File: src/rtl/step_sequencer.sv
// Instruction phase controller: IDLE -> FETCH -> EXEC -> DONE, with one step index issued per execute cycle.
// Optional single-step gating of EXEC via `define STEP_SINGLE_STEP_EN (adds step_go input).
module step_sequencer #(
  parameter int CNT_W     = 4,
  parameter int FETCH_CYC = 2
) (
  input  logic             clk,
  input  logic             rst,
  input  logic             start,
  input  logic [CNT_W-1:0] len,
  input  logic             hold,
  input  logic             abort,
`ifdef STEP_SINGLE_STEP_EN
  input  logic             step_go,
`endif
  output logic             ready,
  output logic             busy,
  output logic [1:0]       phase,
  output logic [CNT_W-1:0] step,
  output logic             step_valid,
  output logic             done
);

  typedef enum logic [1:0] {
    S_IDLE  = 2'b00,
    S_FETCH = 2'b01,
    S_EXEC  = 2'b10,
    S_DONE  = 2'b11
  } state_t;

  localparam logic [CNT_W-1:0] FETCH_LAST = CNT_W'(FETCH_CYC - 1);

  state_t           state;
  logic [CNT_W-1:0] len_q;
  logic [CNT_W-1:0] exec_last;
  logic             exec_adv;

  assign exec_last = len_q - CNT_W'(1);

`ifdef STEP_SINGLE_STEP_EN
  assign exec_adv = step_go && !hold;
`else
  assign exec_adv = !hold;
`endif

  always_ff @(posedge clk) begin
    if (rst) begin
      state <= S_IDLE;
      step  <= '0;
      len_q <= '0;
    end else begin
      unique case (state)
        S_IDLE: begin
          if (start) begin
            len_q <= len;
            step  <= '0;
            state <= S_FETCH;
          end
        end
        S_FETCH: begin
          if (abort) begin
            state <= S_IDLE;
            step  <= '0;
          end else if (!hold) begin
            if (step == FETCH_LAST) begin
              // Counter is cleared on every phase exit, so DONE always shows step=0.
              step  <= '0;
              state <= (len_q == '0) ? S_DONE : S_EXEC;
            end else begin
              step <= step + CNT_W'(1);
            end
          end
        end
        S_EXEC: begin
          if (abort) begin
            state <= S_IDLE;
            step  <= '0;
          end else if (exec_adv) begin
            if (step == exec_last) begin
              step  <= '0;
              state <= S_DONE;
            end else begin
              step <= step + CNT_W'(1);
            end
          end
        end
        S_DONE: begin
          state <= S_IDLE;
          step  <= '0;
        end
        default: begin
          state <= S_IDLE;
          step  <= '0;
        end
      endcase
    end
  end

  assign ready      = (state == S_IDLE);
  assign busy       = (state != S_IDLE);
  assign phase      = state;
  assign step_valid = (state == S_EXEC) && exec_adv;
  assign done       = (state == S_DONE);

endmodule

File: config.mk
export PLATFORM = sky130hd
export DESIGN_NAME = step_sequencer
export DESIGN_NICKNAME = d
export VERILOG_FILES = /design/src/rtl/step_sequencer.sv
export SDC_FILE = /design/constraint.sdc
export NUM_CORES = 1
export LEC_CHECK = 0
export ABC_AREA = 1
export CORE_UTILIZATION = 51
export CTS_CLUSTER_SIZE = 40
export DETAILED_ROUTE_END_ITERATION = 10
export PLACE_DENSITY = 0.82
export SYNTH_ARGS = -nofsm -noshare
export SYNTH_HDL_FRONTEND = slang
export SYNTH_SLANG_ARGS = --single-unit
export TNS_END_PERCENT = 20
File: constraint.sdc
create_clock -name clk -period 4.2 [get_ports clk]
set_input_delay 0.42 -clock clk [delete_from_list [all_inputs] [get_ports clk]]
set_output_delay 0.42 -clock clk [all_outputs]
set_load 0.01 [all_outputs]
==> impl_metrics.csv <==
group,metric,value,unit
status,status,"complete, no violations",
yosys,synth_edf_count,0,
yosys,synth_top_area_cell,"dfxtp_1",
yosys,synth_top_area_share,26.10,%
sta,max_freq,0.4753,GHz
worst_setup_path,worstPathRequired,3780,ps
detailed_routing,ant_nets,0,
sta,period_minus_slack,2104,ps
power,vdd_drop_max,370.8,µV
clock_tree,clkTransAtPathRegs,70,ps
finish,final_area,1002,µm²
power,power,602.2,µW
worst_hold_path,worstHoldStart,"len_q[1]",
grt,overflow,0,
worst_setup_path,end_kind,"output port",
power,seqPwrFrac,23.6,%
detailed_routing,viasPerCell,5.094,
yosys,synth.area.top_cells,"dfxtp_1 (26%), nand2_1 (15%), ha_1 (11%), inv_1 (6.4%), nand3_2 (5.2%)",
power,p_sw,271.9,µW
finish,fin_nets,151,
finish,final_util,74.24,%
yosys,synth-seq-cells,10,
sta,hold_violations,0,
finish,insertedDiodeCount,0,
worst_setup_path,path_class,"flip-flop to output port",
yosys,synthTopCellsByCount,"nand2_1 (31), inv_1 (13), dfxtp_1 (10)",
clock_tree,cts_setup_buffers,0,
yosys,synth_area,767.0,µm²
worst_hold_path,hp-class,"flip-flop to flip-flop",
yosys,yosysSeqAreaShare,26.10,%
clock_tree,ctsResizeCount,0,
worst_setup_path,worstReg2RegStart,"len_q[0]",
clock_tree,cts_sinks,10,
grt,busiest_layer,"met2",
detailed_routing,via_count,759,
worst_setup_path,arrival,1680,ps
detailed_routing,wirelength,1659,µm
detailed_routing,drt_iter0_markers,12,
clock_tree,root_buffer,"clkbuf_4",
sta,worst_clock_skew,1.601,ps
grt,grt_max_degree,9,
floorplanning,start_util,56.81,%
sta,worst_pin_slew,288.2,ps
clock_tree,cts_hold_buf,0,
power,pwr-share-comb,61.4,%
yosys,synth_warnings,0,
yosys,syn_nets,128,
grt,grtUsageMet1,31.05,%
grt,grt_pass1_vias,594,
finish,area_delta_synth_final,30.67,%
yosys,synth_flop_cell,"dfxtp_1",
grt,grt_usage,22.58,%
detailed_routing,wl_per_cell,11.13,µm
power,leakage,0.0004551,µW
clock_tree,cts_tree,"yes",
detailed_routing,post-route-drc-count,0,
yosys,synth.most_common_cell,"nand2_1",
power,p_int,330.3,µW
place,dp_hpwl,1285,µm
yosys,syn_area_per_cell,6.848,µm²
floorplanning,die_h,40.78,µm
floorplanning,rows,13,
power,p_per_area,600.9,nW/µm²
sta,rsz0062_at_grt,"false",
floorplanning,core,1350,µm²
yosys,synthArstFlopShare,0,%
floorplanning,dieArea,1663,µm²
sta,slew_headroom,80.79,%
floorplanning,die_w,40.78,µm
sta,finalMaxSlewViolations,0,
worst_setup_path,worstSetupStartpoint,"phase[1]",
yosys,netlist_instances,112,
place,placed_cell_area,965.9,µm²
clock_tree,clkLatencyLatePin,270,ps
detailed_routing,dr.pass1.iters,4,
finish,n_fill_cell,114,
grt,grtUsageMet3,4.891,%
grt,antenna_found_initial,0,
power,p_sw_share,45.15,%
worst_setup_path,path_max_fanout,4,
clock_tree,clockBufferDepth,2,
place,gp_congestion,0.7433,
clock_tree,htree_levels,1,
grt,gr-usage-met2,33.20,%
worst_setup_path,critPathLaunchType,"flip-flop",
floorplanning,ios,19,
grt,grt_pass1_wl,2470,µm
sta,post-route-period-util,50.09,%
sta,fin_setup_tns,0,ps
power,power_frac_clock,15.0,%
clock_tree,cts_buffers,3,
finish,layout-drive-gt1-share,18.66,%
place,portBuffers,18,
yosys,ys_types,20,
sta,finalSetupViolCount,0,
run,cap_violations,0,
[layout by cell type, fill, tap and decap left out]
master            n
a21oi_1           5
a21oi_2           3
a31o_2            1
clkbuf_4          3
clkbuf_8          1
clkdlybuf4s50_1  18
dfxtp_1          10
ha_1              7
inv_1            13
inv_2             7
nand2_1          31
nand2_2           1
nand2_4           2
nand3_1           3
nand3_2           4
nand3b_1          1
nand4_1           2
nor2_1            9
nor2_2            2
nor3_1            3
o21ai_0           5
o22ai_4           1
xor2_1            2
[final cells by class]
type	count	area [µm²]	share of cell area, %
Inverter	20	75.07	7.491
Sequential cell	10	200.2	19.98
Timing Repair Buffer	18	180.2	17.98
Tap cell	15	18.77	1.873
Multi-Input combinational cell	82	491.7	49.06
Clock buffer	4	36.28	3.620
[power by group through the flow]
stage          Sequential [µW]  Combinational [µW]  Clock [µW]
6_report                   142                 370        90.0
4_1_cts                    142                 373        91.5
5_1_grt                    145                 413        95.4
3_5_place_dp               143                 364           0
3_3_place_gp               142                 360           0
2_1_floorplan              144                 252           0
[flip-flops by register name, indices dropped and copies added, names as in the netlist]
register and flops:
len_q 4, step 4, phase 2
[cell families (layout without fill, tap and decap cells)]
group / Yosys count / in the layout / share of synthesized area [%]
simple gates: 58 / 58 / 36.70
buf+inv: 20 / 42 / 9.789
compound gates: 15 / 15 / 13.70
flops: 10 / 10 / 26.10
fa+ha+maj: 7 / 7 / 11.42
xor+xnor: 2 / 2 / 2.284
[critical path, cell delays in order (launching register included)]
cell	delay (ps)
dfxtp_1	400
inv_1	110
ha_1	260
inv_2	110
clkdlybuf4s50_1	540
[final timing paths]
| kind | cells after the start | slack, ps | endpoint |
|---|---|---|---|
| worst max-delay path | 4 | 2100 | busy |
| worst min-delay path | 2 | 490 | len_q[1] |
| worst max register to register | 13 | 2630 | phase[0] |
| worst min register to register | 2 | 490 | len_q[1] |
[metal layers]
metal / vias up / part of all wire, %
li1: 399 / -
met2: 13 / 43
met1: 342 / 52
met3: 5 / 3.4
met5: - / 0
met4: 0 / 1.1
[per-stage QoR]
step / setup slack [ps] / cells / hold WS, ps
floorplan: 2751 / 112 / 447.2
finish: 2096 / 149 / 487.3
global route: 2024 / 149 / 502.1
detailed placement: 2305 / 145 / 476.5
CTS: 2108 / 149 / 487.5
global placement: 2315 / 145 / 469.3
Power figures use the tool's default switching activity.
